===== src/rtl/fp_mult_arbiter.sv =====
// fp_mult_arbiter
//   Round-robin sequencer that shares one half-precision multiplier between
//   NREQ requesters. It captures the winner's operands, runs the multiplier's
//   start/done/ack handshake and returns the product as a tagged one-cycle
//   response. Every output is driven straight from a register.
//
// Ports
//   clk, reset      clock; asynchronous active-high reset (shared with the multiplier)
//   req             per-requester request, held until that requester's grant pulse
//   req_a, req_b    packed operands, slice i = [16*i+15:16*i]
//   grant           one-hot pulse: operands of that requester were captured
//   rsp_valid       one-hot pulse: rsp_z is the product for that requester
//   rsp_z           last product, held until the next response
//   busy            high whenever the sequencer is not idle
//   grant_id        index of the current/last granted requester
//   mul_start/a/b   to the multiplier (start pulse and held operands)
//   mul_z/mul_done  from the multiplier
//   mul_ack         to the multiplier, one-cycle pulse after done is seen
//
// state   | meaning
// --------+-----------------------------------------------------------
// S_IDLE  | no transaction; pick a winner as soon as any req is high
// S_START | grant and mul_start pulses are out; drop them next cycle
// S_WAIT  | multiplier running; operands held; wait for mul_done
// S_DRAIN | response and ack issued; wait for mul_done to fall

module fp_mult_arbiter #(
  parameter int NREQ = 4,
  parameter int IDW  = 2
) (
  input  logic                 clk,
  input  logic                 reset,
  input  logic [NREQ-1:0]      req,
  input  logic [16*NREQ-1:0]   req_a,
  input  logic [16*NREQ-1:0]   req_b,
  output logic [NREQ-1:0]      grant,
  output logic [NREQ-1:0]      rsp_valid,
  output logic [15:0]          rsp_z,
  output logic                 busy,
  output logic [IDW-1:0]       grant_id,
  output logic                 mul_start,
  output logic [15:0]          mul_a,
  output logic [15:0]          mul_b,
  input  logic [15:0]          mul_z,
  input  logic                 mul_done,
  output logic                 mul_ack
);

  typedef enum logic [1:0] {
    S_IDLE  = 2'd0,
    S_START = 2'd1,
    S_WAIT  = 2'd2,
    S_DRAIN = 2'd3
  } state_t;

  state_t            state_q;
  logic [IDW-1:0]    ptr_q;
  logic [NREQ-1:0]   grant_q;
  logic [NREQ-1:0]   rsp_valid_q;
  logic [15:0]       rsp_z_q;
  logic              busy_q;
  logic [IDW-1:0]    grant_id_q;
  logic              mul_start_q;
  logic [15:0]       mul_a_q;
  logic [15:0]       mul_b_q;
  logic              mul_ack_q;

  // Winner selection: rotate req so the pointer position sits at bit 0,
  // take the lowest set bit, then rotate the offset back.
  logic [NREQ-1:0]   rot;
  logic [IDW-1:0]    off;
  logic [IDW:0]      sum;
  logic [IDW-1:0]    win_d;
  logic [IDW-1:0]    ptr_d;
  logic [15:0]       sel_a_d;
  logic [15:0]       sel_b_d;

  always_comb begin
    rot = NREQ'({req, req} >> ptr_q);
    off = '0;
    for (int i = NREQ - 1; i >= 0; i--) begin
      if (rot[i]) off = IDW'(i);
    end
    sum = {1'b0, ptr_q} + {1'b0, off};
    if (sum >= (IDW+1)'(NREQ)) sum = sum - (IDW+1)'(NREQ);
    win_d = sum[IDW-1:0];
    ptr_d = (win_d == IDW'(NREQ - 1)) ? '0 : win_d + IDW'(1);
    sel_a_d = '0;
    sel_b_d = '0;
    for (int i = 0; i < NREQ; i++) begin
      if (win_d == IDW'(i)) begin
        sel_a_d = req_a[16*i +: 16];
        sel_b_d = req_b[16*i +: 16];
      end
    end
  end

  always_ff @(posedge clk or posedge reset) begin
    if (reset) begin
      state_q     <= S_IDLE;
      ptr_q       <= '0;
      grant_q     <= '0;
      rsp_valid_q <= '0;
      rsp_z_q     <= '0;
      busy_q      <= 1'b0;
      grant_id_q  <= '0;
      mul_start_q <= 1'b0;
      mul_a_q     <= '0;
      mul_b_q     <= '0;
      mul_ack_q   <= 1'b0;
    end else begin
      case (state_q)
        S_IDLE: begin
          if (req != '0) begin
            mul_a_q     <= sel_a_d;
            mul_b_q     <= sel_b_d;
            grant_id_q  <= win_d;
            grant_q     <= NREQ'(1) << win_d;
            mul_start_q <= 1'b1;
            ptr_q       <= ptr_d;
            busy_q      <= 1'b1;
            state_q     <= S_START;
          end
        end
        S_START: begin
          grant_q     <= '0;
          mul_start_q <= 1'b0;
          state_q     <= S_WAIT;
        end
        S_WAIT: begin
          if (mul_done) begin
            rsp_z_q     <= mul_z;
            rsp_valid_q <= NREQ'(1) << grant_id_q;
            mul_ack_q   <= 1'b1;
            state_q     <= S_DRAIN;
          end
        end
        S_DRAIN: begin
          rsp_valid_q <= '0;
          mul_ack_q   <= 1'b0;
          // done lingers for a cycle after ack; leaving early would let the
          // next transaction see a stale done.
          if (!mul_done) begin
            busy_q  <= 1'b0;
            state_q <= S_IDLE;
          end
        end
        default: state_q <= S_IDLE;
      endcase
    end
  end

  assign grant     = grant_q;
  assign rsp_valid = rsp_valid_q;
  assign rsp_z     = rsp_z_q;
  assign busy      = busy_q;
  assign grant_id  = grant_id_q;
  assign mul_start = mul_start_q;
  assign mul_a     = mul_a_q;
  assign mul_b     = mul_b_q;
  assign mul_ack   = mul_ack_q;

endmodule


===== config.mk =====
export PLATFORM = sky130hd
export DESIGN_NAME = fp_mult_arbiter
export DESIGN_NICKNAME = d
export VERILOG_FILES = /design/src/rtl/fp_mult_arbiter.sv
export SDC_FILE = /design/constraint.sdc
export NUM_CORES = 1
export LEC_CHECK = 0
export ABC_AREA = 1
export CAP_MARGIN = 30
export CORE_MARGIN = 2
export CORE_UTILIZATION = 50
export DETAILED_ROUTE_END_ITERATION = 10
export DONT_BUFFER_PORTS = 1
export GPL_TIMING_DRIVEN = 0
export PLACE_DENSITY = 0.74
export SLEW_MARGIN = 25
export SYNTH_ARGS = -nofsm -noshare
export SYNTH_HDL_FRONTEND = slang
export SYNTH_SLANG_ARGS = --single-unit

===== constraint.sdc =====
create_clock -name clk -period 6.8 [get_ports clk]
set_input_delay 0 -clock clk [delete_from_list [all_inputs] [get_ports clk]]
set_output_delay 0 -clock clk [all_outputs]
set_load 0.02 [all_outputs]

Word-level counts from Yosys, hierarchy flattened
Index checks and enable logic that the tools add are counted.
{"block": "classes", "addsub": 3, "n_shift": 3, "n_eq_ne": 9, "magnitude_cmp": 1, "n_mux": 28, "n_reduce_logical": 12}
{"operator": "$mux W16", "n": 8}
{"operator": "$mux W2", "n": 9}
{"operator": "$pmux W4 S2", "n": 2}
{"operator": "$eq A2 B2 Y1 const B", "n": 4}
{"operator": "$mux W4", "n": 2}
{"operator": "$pmux W2 S4", "n": 1}
{"operator": "$reduce_and A2 Y1", "n": 4}
{"operator": "$shl A1 B2 Y4 const A", "n": 2}
{"operator": "$shr A8 B2 Y4", "n": 1}
{"operator": "$ne A2 B2 Y1 const B", "n": 3}
{"operator": "$pmux W1 S2", "n": 3}
{"operator": "$reduce_and A3 Y1", "n": 2}
{"operator": "$reduce_bool A2 Y1", "n": 3}
{"operator": "$eq A2 B1 Y1 const B", "n": 2}
{"operator": "$logic_not A2 Y1", "n": 2}
{"operator": "$reduce_bool A4 Y1", "n": 1}
{"operator": "$add A2 B2 Y3", "n": 1}
{"operator": "$ge A3 B3 Y1 const B", "n": 1}
{"operator": "$mux W1", "n": 3}
{"operator": "$add A2 B1 Y2 const B", "n": 1}
{"operator": "$sub A2 B1 Y2 const B", "n": 1}
{"block": "word_totals", "in_bits": 151, "regBits": 65, "word_cells": 67, "output_inout_bits": 61}

Logic depth before layout (Yosys ltp)
Gate-level depths: netlist (run 1).
{"block": "depth", "depth_word": 13, "depth_mapped": 20, "depth_no_buf": 19}

Least setup slack after synthesis (run 1)
No wires, ideal clock.
{"block": "synth_path", "kind": "register to register", "startpoint": "reg ptr_q[0]", "endpoint": "reg mul_a_q[15], in the netlist mul_a[15]", "setup_time_ns": 0.077, "required_time_ns": 6.723, "stages_incl_launch_ff": 20, "n_path_buf": 2, "t_arrival_ns": 2.318, "synth_period_minus_slack_ns": 2.395, "path_slack_ns": 4.405, "path_cell_list": "dfrtp_1 > inv_2 > nand2_1 > nand3_1 > nand2_1 > nand3_1 > a21boi_0 > ha_1 > xnor2_1 > nand3_1 > nand2_2 > inv_1 > ha_1 > buf_2 > nor2_4 > buf_4 > nand2_1 > nand2_1 > o211ai_1 > a21oi_1"}
{"block": "synth_between", "elab_chain_cells": 13, "elab_cells_between_ends": 17, "classes_between": "add/sub: 2; order compare: 1; eq/ne: 3; shift: 1; mux: 9; reduce/logical: 1"}
{"item": "start: declaration", "line_no": "57", "rtl": "logic [IDW-1:0] ptr_q;"}
{"item": "start signal: assignment", "line_no": "120", "rtl": "ptr_q <= ptr_d;"}
{"item": "$shr A8 B2 Y4", "line_no": "79", "rtl": "rot = NREQ'({req, req} >> ptr_q);"}
{"item": "$mux W2 (4 in a row)", "line_no": "82", "rtl": "if (rot[i]) off = IDW'(i);"}
{"item": "$add A2 B2 Y3 (*)", "line_no": "84", "rtl": "sum = {1'b0, ptr_q} + {1'b0, off};"}
{"item": "$ge A3 B3 Y1 or $sub A2 B1 Y2 (tied branches)", "line_no": "85", "rtl": "if (sum >= (IDW+1)'(NREQ)) sum = sum - (IDW+1)'(NREQ);"}
{"item": "$mux W2 (*)", "line_no": "85"}
{"item": "net sum[1]", "line_no": "72", "rtl": "logic [IDW:0] sum;"}
{"item": "$logic_not A2 Y1", "line_no": "91", "rtl": "if (win_d == IDW'(i)) begin"}
{"item": "$mux W16 (3 in a row)", "line_no": "91"}
{"item": "$mux W16 (*)", "line_no": "91"}
{"item": "end signal: assignment", "line_no": "115", "rtl": "mul_a_q <= sel_a_d;"}
{"item": "end: declaration", "line_no": "64", "rtl": "logic [15:0] mul_a_q;"}
Mark *: on every way through the listed nets, which the timed path passes. The rest lies on a longest branch.
A chain may end at the register's enable or synchronous reset.

Worst setup path in the final report (run 1)
{"block": "layout_path", "startpoint": "reg ptr_q[0]", "endpoint": "reg mul_b_q[2], in the netlist mul_b[2]"}
{"block": "layout_between", "elab_chain_cells": 13, "elab_cells_between_ends": 17, "classes_between": "add/sub: 2; order compare: 1; eq/ne: 3; shift: 1; mux: 9; reduce/logical: 1"}
{"item": "$shr A8 B2 Y4", "line_no": "79"}
{"item": "$mux W2 (4 in a row)", "line_no": "82"}
{"item": "$add A2 B2 Y3 (*)", "line_no": "84"}
{"item": "$ge A3 B3 Y1 or $sub A2 B1 Y2 (tied branches)", "line_no": "85"}
{"item": "$mux W2 (*)", "line_no": "85"}
{"item": "net sum[1]", "line_no": "72"}
{"item": "$logic_not A2 Y1", "line_no": "91"}
{"item": "$mux W16 (3 in a row)", "line_no": "91"}
{"item": "$mux W16 (*)", "line_no": "91"}
{"item": "end signal: assignment", "line_no": "116", "rtl": "mul_b_q <= sel_b_d;"}
{"item": "end: declaration", "line_no": "65", "rtl": "logic [15:0] mul_b_q;"}
Marks and branches as above.

==> metrics.txt, run 1 <==
Req. time, crit path 7.09 ns; dpl hpwl between 8000 and 9000 µm; Internal approximately 1.9 mW; Via-to-Cell Ratio slightly below 6; PD cells 775 nW/µm²; Setup TNS 0 ns; count of final setup violators 0; Unique masters post-synth 26; largest area contributor in the netlist dfrtp_1; switching share of power 0.503; Chip Height ~90 µm; CP Buf/Inv Count 6; IO Pins ~210; Ys Warns 0; clock-pin slew on the worst setup and hold paths 0.08 ns; Critical Path AT 4.26 ns; Max Cap Viol 0; cell leakage power around 2.2 nW; global routing usage on met3 0.113; Reg power frac 0.252; Clock Latency Late Sink 0.34 ns; # H-tree levels 3; root buf cell clkbuf_8; fill count 540; Clock Skew around 0.0057 ns; final std cells w/o fill 651; Critical Path Max Stage Delay 0.58 ns; CTS Buf Count 9; Detail Route Antenna Nets 0; Synth top area share 0.442; Rows 31; EDFF count, synth 0; unrepaired setup endpoints after global routing false; max-slew violation count 0; share of layout cells above drive strength 1 0.130; Layout Area Growth over Synthesis 34.8%; grt total ovfl 0; GPL Wtd Cong 0.877; total track usage 0.317; share of the core filled with cells 0.692; Routed WL between 10000 and 15000 µm; worst vdd ir between 0.3 and 0.4 mV; routed via count about 3800; CP Max Fanout 10; core area 7180 µm²; ys flop type dfrtp_1; Net Sw Power 1.94 mW; Critical Setup Path Class reg2reg; clock network fraction of design power 0.092; GR Layer Usage met1 0.358; global-route wire length before repair 20400 µm; Post-Synth Adder-Cell Area 0.0340; antenna cells 0; vias in the first global route 3996; crit-path leading delay family buffers and inverters; post-synthesis mux area share 0.0489; f_max 252 MHz; Iter 0 DRT Violations 172; XOR/XNOR share of the synthesized area 0.00238; Residual DRC 0; Finished Cell Area 4960 µm²; crit share post-route 0.584; Post-Syn Area per Cell slightly above 8 µm²; top post-synthesis cells by area dfrtp_1 (44%), a21oi_1 (14%), nand2_1 (9.1%); met2 GRT Util 0.533; Post-Syn Area approximately 3700 µm²; largest family of logic cells by synthesized area compound AO/OA/AOI/OAI gates; CTS tree yes; Nets ~700; status completed; top-count cell post-synth a21oi_1; grt peak-use layer met2; compound-gate portion of the synthesized area 0.233; final-report hold violation count 0; cts repair resizes 0; drt pass-1 iters 4; Crit-path slowest cell dlygate4sd3_1; Max Root-Sink Buffers 2; Placed Instances 543; Clock Sinks 65; top cells by count, synth a21oi_1 (100), nand2_1 (89), dfrtp_1 (65); Starting Density 0.513; crit-path cells inv_2 > nand2_1 > nand3_1 > nand2_1 > nand3_1 > a21boi_0 > ha_1 > xnor2_1 > nand3_1 > nand2_2 > inv_1 > ha_1 > buf_2 > nor2_4 > buf_4 > nand2_1 > nand2_1 > o211ai_1 > dlygate4sd3_1 > a21oi_1 > dlygate4sd3_1; initial antenna violation count 0; I/O Buffers 0; hold crit path type in2reg; crit end category flop; Wirelength per Cell 19.4 µm; Slew headroom 0.630; Logic pwr share 0.656; Worst-Margin Slew 0.555 ns; register area share after synthesis 0.442; pin count of the biggest net entering global routing 37; Net Count, Synth 604; CP most frequent cell nand2_1; Mapped Cells 443; Placed Area 3830 µm²; Synth Area in Simple Gates 0.156; Die W 89.8 µm; final worst path period need 3.97 ns; Post-synth ARST share 1.00; CP Launch Type flop; #FFs+latches synth 65; die area 8070 µm²
-- state kept, by name, summed over array words and instances (netlist names) --
register and count:
grant 4, mul_b 16, mul_ack 1, mul_a 16
busy 1, grant_id 2, mul_start 1, ptr_q 2
rsp_valid 4, state_q 2, rsp_z 16
-- worst paths after layout --
kind                       startpoint           end  slack, ns  cells past startpoint
max                          ptr_q[0]      mul_b[2]       2.83                     21
min                          mul_done  rsp_valid[1]      0.008                      3
max reg2reg                  ptr_q[0]      mul_b[2]       2.83                     21
min reg2reg                state_q[1]    state_q[1]       0.64                      2
max in group asynchronous       reset     rsp_z[12]       6.15                      3
min in group asynchronous       reset     rsp_z[15]       0.13                      2
-- cell type report --
type	instances	area, µm²	share of cell area
buffer	30	199	0.0401
clock buffer	12	165	0.0333
clock inverter	4	50.0	0.0101
inverter	29	111	0.0224
multi-input combinational	319	1750	0.352
sequential	65	1630	0.328
tap	99	124	0.0249
timing repair buffer	93	941	0.190
-- cell families after synthesis --
family	Yosys count
simple gates	143
xor+xnor	1
fa+ha+maj	10
compound gates	149
buf+inv	59
mux	16
flops	65
-- through the flow --
stage,total power [mW],setup WS (ns),hold WS [ns]
final,3.85,2.83,0.00754
after global routing,4.16,2.50,0.0160
after CTS,3.75,2.90,0.000492
after detailed placement,3.00,3.95,-0.108
after global placement,2.94,4.04,0.151
after floorplan,2.50,4.40,0.150
-- cell usage in the layout (no fill, tap or decap) --
| cell | n |
|---|---|
| inv_4 | 1 |
| clkinv_2 | 1 |
| a21boi_0 | 1 |
| dfrtp_1 | 65 |
| ha_1 | 10 |
| buf_2 | 15 |
| nor2_1 | 36 |
| dlygate4sd3_1 | 92 |
| o21ai_2 | 2 |
| clkbuf_1 | 3 |
| o211ai_1 | 33 |
| nand2_1 | 89 |
| inv_1 | 23 |
| clkinvlp_4 | 2 |
| nand3_1 | 12 |
| bufinv_16 | 1 |
| inv_2 | 4 |
| o21ai_1 | 3 |
| o22ai_1 | 4 |
| o21ai_0 | 2 |
| buf_12 | 1 |
| nor3_1 | 1 |
| clkbuf_8 | 12 |
| nand2_4 | 1 |
| a21oi_1 | 100 |
| mux2_2 | 16 |
| nand2_2 | 3 |
| xnor2_1 | 1 |
| buf_6 | 6 |
| o32ai_1 | 4 |
| clkinv_1 | 1 |
| buf_4 | 6 |
| nor2_4 | 1 |
-- power groups by stage --
stage,Sequential [mW],Clock (mW),Combinational [mW]
final,0.970,0.354,2.52
after global routing,0.992,0.379,2.79
after CTS,0.966,0.358,2.43
after detailed placement,0.971,0,2.02
after global placement,0.967,0,1.97
after floorplan,0.917,0,1.59
-- timing repair --
item,CTS,global route
hold buffers,92,0
setup buffers,0,0
endpoints found under the hold margin,116,0
-- metal layers --
layer | vias up | wire [µm]
met1 | 1791 | 4680
met5 | - | 0
li1 | 1715 | -
met3 | 44 | 1340
met2 | 254 | 6150
met4 | 0 | 452
-- worst register-to-register path, cell delays in order, from the launching register on --
cell and delay, ns:
dfrtp_1 0.45, inv_2 0.09, nand2_1 0.09, nand3_1 0.07, nand2_1 0.09, nand3_1 0.07
a21boi_0 0.18, ha_1 0.19, xnor2_1 0.14, nand3_1 0.12, nand2_2 0.11, inv_1 0.06
ha_1 0.18, buf_2 0.17, nor2_4 0.17, buf_4 0.19, nand2_1 0.06, nand2_1 0.08
o211ai_1 0.11, dlygate4sd3_1 0.58, a21oi_1 0.13, dlygate4sd3_1 0.57
(Power assumes the default switching activity.)
==> inputs of run 2 (changes only) <==
- PLACE_DENSITY: 0.74 -> 0.77
- clock period: 6.8 -> 3.4 ns (I/O delays scaled with it)
==> metrics.txt, run 2 (same netlist as run 1, synthesis figures left out) <==
final worst path period need 3.27 ns (-0.704 ns); drt pass-1 iters 5 (+1); Routed WL 13500 µm (+6.5%); crit-path cells inv_2 > nand2_1 > nand3_1 > nand3_2 > a21boi_2 > ha_2 > xnor2_2 > inv_1 > nand2_1 > nand2_2 > inv_2 > ha_1 > inv_1 > nor2_4 > buf_6 > buf_4 > nand2_1 > nand2_1 > o211ai_1 > a21oi_1 > dlygate4sd3_1; Net Sw Power 3.96 mW (+100%); Iter 0 DRT Violations 226 (+31%); commonest non-fill, non-tap cell in the layout dlygate4sd3_1; CTS tree yes; CTS Buf Count 9 (unchanged); crit-path leading delay family buffers and inverters; Detail Route Antenna Nets 0 (unchanged); die area 8070 µm² (unchanged); crit share post-route 0.961 (+0.377); Clock Latency Late Sink 0.33 ns (about the same); clock-pin slew on the worst setup and hold paths 0.07 ns (about the same); Worst-Margin Slew 0.392 ns (-0.163 ns); Via-to-Cell Ratio 6.06 (+3.8%); most frequent cells in the layout dlygate4sd3_1 (103), a21oi_1 (99), nand2_1 (87); sequential cell area 1630 µm² (+0.15%); total track usage 0.327 (+0.0109); # H-tree levels 3 (unchanged); Max Cap Viol 0 (unchanged); Critical Path AT 3.53 ns (-0.73 ns); hold crit path type in2reg; unrepaired setup endpoints after global routing true; Placed Instances 543 (unchanged); Finished Cell Area 5180 µm² (+4.4%); CP most frequent cell nand2_1; f_max 306 MHz (+22%); share of layout cells above drive strength 1 0.162 (+0.0315); I/O Buffers 0 (unchanged); Nets 724 (+2.3%); Rows 31 (unchanged); Reg power frac 0.254 (+0.002); Clock Sinks 65 (unchanged); Hold Startpoint req_a[34]; final hold slack -0.0276 ns (-0.0352 ns); CP Buf/Inv Count 7 (+1); multi-input logic area 1800 µm² (+2.9%); share of the core filled with cells 0.723 (+0.0307); grt total ovfl 0 (unchanged); final std cells w/o fill 667 (+2.5%); CP Launch Point ptr_q[0]; crit end category flop; count of final setup violators 0 (unchanged); cell leakage power 2.32 nW (+4.5%); Critical Setup Path Class reg2reg; worst vdd ir 0.606 mV (+79%); global-route wire length before repair 21100 µm (+3.4%); clock network fraction of design power 0.090 (-0.002); CP Launch Type flop; status complete, but fails checks; Critical Path Max Stage Delay 0.56 ns (-0.02 ns); final-report hold violation count 2 (+2); Slew headroom 0.739 (+0.109); routed via count 4044 (+6.3%); worst slack, placed 0.503 ns (-3.45 ns); Internal 3.74 mW (+95%); GPL Wtd Cong 0.868 (-0.99%); max-slew violation count 0 (unchanged); Starting Density 0.513 (unchanged); fill count 515 (-4.6%); Chip Height 89.8 µm (unchanged); Clock Skew 0.00699 ns (+0.00124 ns); Residual DRC 0 (unchanged); switching share of power 0.515 (+0.0115); vias in the first global route 4248 (+6.3%); PD cells 1480 nW/µm² (+92%); failing checks negative hold slack; RR Startpoint ptr_q[0]; Wirelength per Cell 20.2 µm (+4.0%); root buf cell clkbuf_8; pin count of the biggest net entering global routing 38 (+2.7%); CP Max Fanout 9 (-1); Setup TNS 0 ns (unchanged); Final Power 7.69 mW (+100%); core area 7180 µm² (unchanged); worst setup margin 0.132 ns (-2.70 ns); Max Root-Sink Buffers 2 (unchanged); Layout Area Growth over Synthesis 40.8%; initial antenna violation count 0 (unchanged); Crit-path slowest cell dlygate4sd3_1; Req. time, crit path 3.67 ns (-3.42 ns); Logic pwr share 0.657 (about the same); Placed Area 3830 µm² (unchanged); antenna cells 0 (unchanged); Die W 89.8 µm (unchanged); dpl hpwl 8380 µm (+1.1%); IO Pins 212 (unchanged)
==> run 2: cell type report <==
class | instances | area share
multi-input combinational | 319 | 0.347
sequential | 65 | 0.314
timing repair buffer | 110 | 0.211
buffer | 29 | 0.0415
clock buffer | 14 | 0.0333
tap | 99 | 0.0239
inverter | 29 | 0.0222
clock inverter | 2 | 0.00676
==> run 2: metal layers <==
| layer | global-route usage | wire (µm) | up-vias |
|---|---|---|---|
| li1 | - | - | 1756 |
| met1 | 0.352 | 4800 | 1910 |
| met2 | 0.552 | 6570 | 307 |
| met3 | 0.117 | 1360 | 71 |
| met4 | 0.201 | 726 | 0 |
| met5 | 0 | 0 | - |
==> run 2: worst paths after layout <==
check | to | slack (ns) | cells after the start
max | mul_a[15] | 0.13 | 21
min | mul_a[2] | -0.03 | 2
max reg2reg | mul_a[15] | 0.13 | 21
min reg2reg | rsp_valid[1] | 0.65 | 2
max in group asynchronous | mul_a[13] | 2.72 | 3
min in group asynchronous | rsp_valid[0] | 0.15 | 2
==> run 2: power by group through the flow <==
| stage | combinational [mW] | clock, mW | sequential [mW] |
|---|---|---|---|
| 6_report | 5.05 | 0.692 | 1.95 |
| 5_1_grt | 5.54 | 0.747 | 1.99 |
| 4_1_cts | 4.56 | 0.698 | 1.93 |
| 3_5_place_dp | 4.06 | 0 | 1.94 |
| 3_3_place_gp | 3.93 | 0 | 1.92 |
| 2_1_floorplan | 3.17 | 0 | 1.83 |
==> run 2: repair_timing <==
item                       CTS  global route
hold buffers               104             1
buffers inserted             0             6
gates resized for setup      0            28
hold endpoints to repair   117             1
setup endpoints to repair    0            18
==> inputs of run 3 (changes only) <==
- BUFFER_PORTS_ARGS: unset -> -buffer_cell sky130_fd_sc_hd__buf_2
- CORE_ASPECT_RATIO: unset -> 0.6
- CORE_UTILIZATION: 50 -> 40
- DONT_BUFFER_PORTS: 1 -> unset
- PLACE_DENSITY: 0.77 -> 0.86
==> metrics.txt, run 3 (same netlist as run 1, synthesis figures left out) <==
share of the core filled with cells 0.659 (-0.0641); GPL Wtd Cong 0.892 (+2.8%); failing checks negative hold slack; f_max 305 MHz (-0.35%); Max Cap Viol 0 (unchanged); hold crit path type in2reg; final worst path period need 3.28 ns (+0.0114 ns); I/O Buffers 211 (+211); pin count of the biggest net entering global routing 34 (-11%); dpl hpwl 9690 µm (+16%); cell leakage power 3.05 nW (+31%); Die W 128 µm (+42%); Critical Setup Path Class reg2reg; grt total ovfl 0 (unchanged); # H-tree levels 3 (unchanged); Clock Sinks 65 (unchanged); Placed Area 4910 µm² (+28%); Req. time, crit path 3.67 ns (about the same); max-slew violation count 0 (unchanged); core area 9050 µm² (+26%); commonest non-fill, non-tap cell in the layout buf_2; count of final setup violators 0 (unchanged); Detail Route Antenna Nets 0 (unchanged); worst vdd ir 0.622 mV (+2.7%); Max Root-Sink Buffers 2 (unchanged); antenna cells 0 (unchanged); Slew headroom 0.710 (-0.0290); Clock Latency Late Sink 0.33 ns (about the same); Finished Cell Area 5960 µm² (+15%); Worst-Margin Slew 0.435 ns (+0.0434 ns); CTS tree yes; Wirelength per Cell 16.9 µm (-16%); Layout Area Growth over Synthesis 61.9%; vias in the first global route 4637 (+9.2%); Critical Path AT 3.55 ns (+0.02 ns); Routed WL 14500 µm (+7.5%); clock-pin slew on the worst setup and hold paths 0.06 ns (about the same); Via-to-Cell Ratio 5.40 (-11%); total track usage 0.283 (-0.0440); crit share post-route 0.964 (+0.00336); routed via count 4631 (+15%); final-report hold violation count 2 (unchanged); Residual DRC 0 (unchanged); Rows 27 (-13%); Nets 898 (+24%); initial antenna violation count 0 (unchanged); CP Max Fanout 6 (-3); CP Launch Type flop; root buf cell clkbuf_16; final hold slack -0.00347 ns (+0.0242 ns); PD cells 1390 nW/µm² (-6.4%); Starting Density 0.407 (-0.106); status complete, but fails checks; die area 10000 µm² (+24%); IO Pins 212 (unchanged); unrepaired setup endpoints after global routing true; crit end category flop; Clock Skew 0.00614 ns (-0.000846 ns); CTS Buf Count 9 (unchanged); Iter 0 DRT Violations 265 (+17%); global-route wire length before repair 22200 µm (+5.2%); most frequent cells in the layout buf_2 (222), a21oi_1 (99), nand2_1 (87); drt pass-1 iters 5 (unchanged); share of layout cells above drive strength 1 0.420 (+0.259); Chip Height 78.3 µm (-13%)
## run 3: changes by cell type in the layout (fill, tap and decap cells not counted), moves of 2 or more
| cell | delta |
|---|---|
| buf_6 | +2 |
| buf_2 | +212 |
| clkbuf_16 | +9 |
| clkinvlp_4 | +2 |
| dlygate4sd3_1 | -46 |
| clkbuf_8 | -12 |
| buf_4 | +7 |
| clkbuf_4 | -2 |
## run 3: stage by stage
stage	setup WS, ns	std cells	setup TNS [ns]	total power [mW]	hold WS [ns]
after detailed placement	0.517	771	0	6.43	0.0403
after CTS	0.0249	851	0	7.67	0.000346
final	0.121	858	0	8.28	-0.00347
after floorplan	1.00	443	0	5.01	0.150
after global placement	0.680	770	0	6.23	0.231
after global routing	-0.0621	858	-0.239	8.99	0.0163
## run 3: path summary, 6_finish.rpt
kind | startpoint | to | slack (ns) | depth (start not counted)
hold reg to reg | rsp_z[8] | rsp_z[8] | 0.50 | 1
min in group asynchronous | reset | rsp_z[0] | 0.24 | 3
hold / removal | req_a[41] | mul_a[9] | -0.003 | 3
max in group asynchronous | reset | mul_a[14] | 2.63 | 4
setup / recovery | ptr_q[0] | mul_a[5] | 0.12 | 21
setup reg to reg | ptr_q[0] | mul_a[5] | 0.12 | 21
## run 3: metal layers
metal / vias to the layer above / GRT usage / routed length, µm
met5: - / 0 / 0
met4: 0 / 0.124 / 556
met3: 60 / 0.0763 / 1270
met2: 302 / 0.468 / 6720
met1: 2165 / 0.352 / 5910
li1: 2104 / - / -
## run 3: critical path: stages, from the launching register on
cell and delay [ns]:
dfrtp_2 0.45, inv_2 0.11, nand2_1 0.08, nand3_1 0.10, nand3_1 0.10, a21boi_1 0.17, ha_2 0.21, xnor2_2 0.12
inv_1 0.06, nand2_1 0.08, nand2_2 0.09, inv_2 0.09, ha_2 0.17, inv_2 0.06, nor2_4 0.19, buf_4 0.15
buf_4 0.14, nand2_1 0.05, nand2_1 0.06, o211ai_1 0.07, a21oi_1 0.13, dlygate4sd3_1 0.56
## run 3: cell type report
class / instances / area (µm²)
timing repair buffer: 284 / 1770
fill: 736 / 3090
sequential: 65 / 1630
multi-input combinational: 319 / 1790
tap: 116 / 145
clock inverter: 6 / 67.6
buffer: 29 / 219
clock buffer: 10 / 229
inverter: 29 / 115
## run 3: what timing repair did
item	CTS	global route
buffers inserted	0	12
hold buffers	64	0
setup endpoints to repair	0	15
gates resized for setup	0	35
endpoints found under the hold margin	76	0
## run 3: power by group
| part | internal (mW) | switching (mW) |
|---|---|---|
| clock | 0.570 | 0.347 |
| sequential | 1.18 | 0.243 |
| combinational | 2.43 | 3.51 |
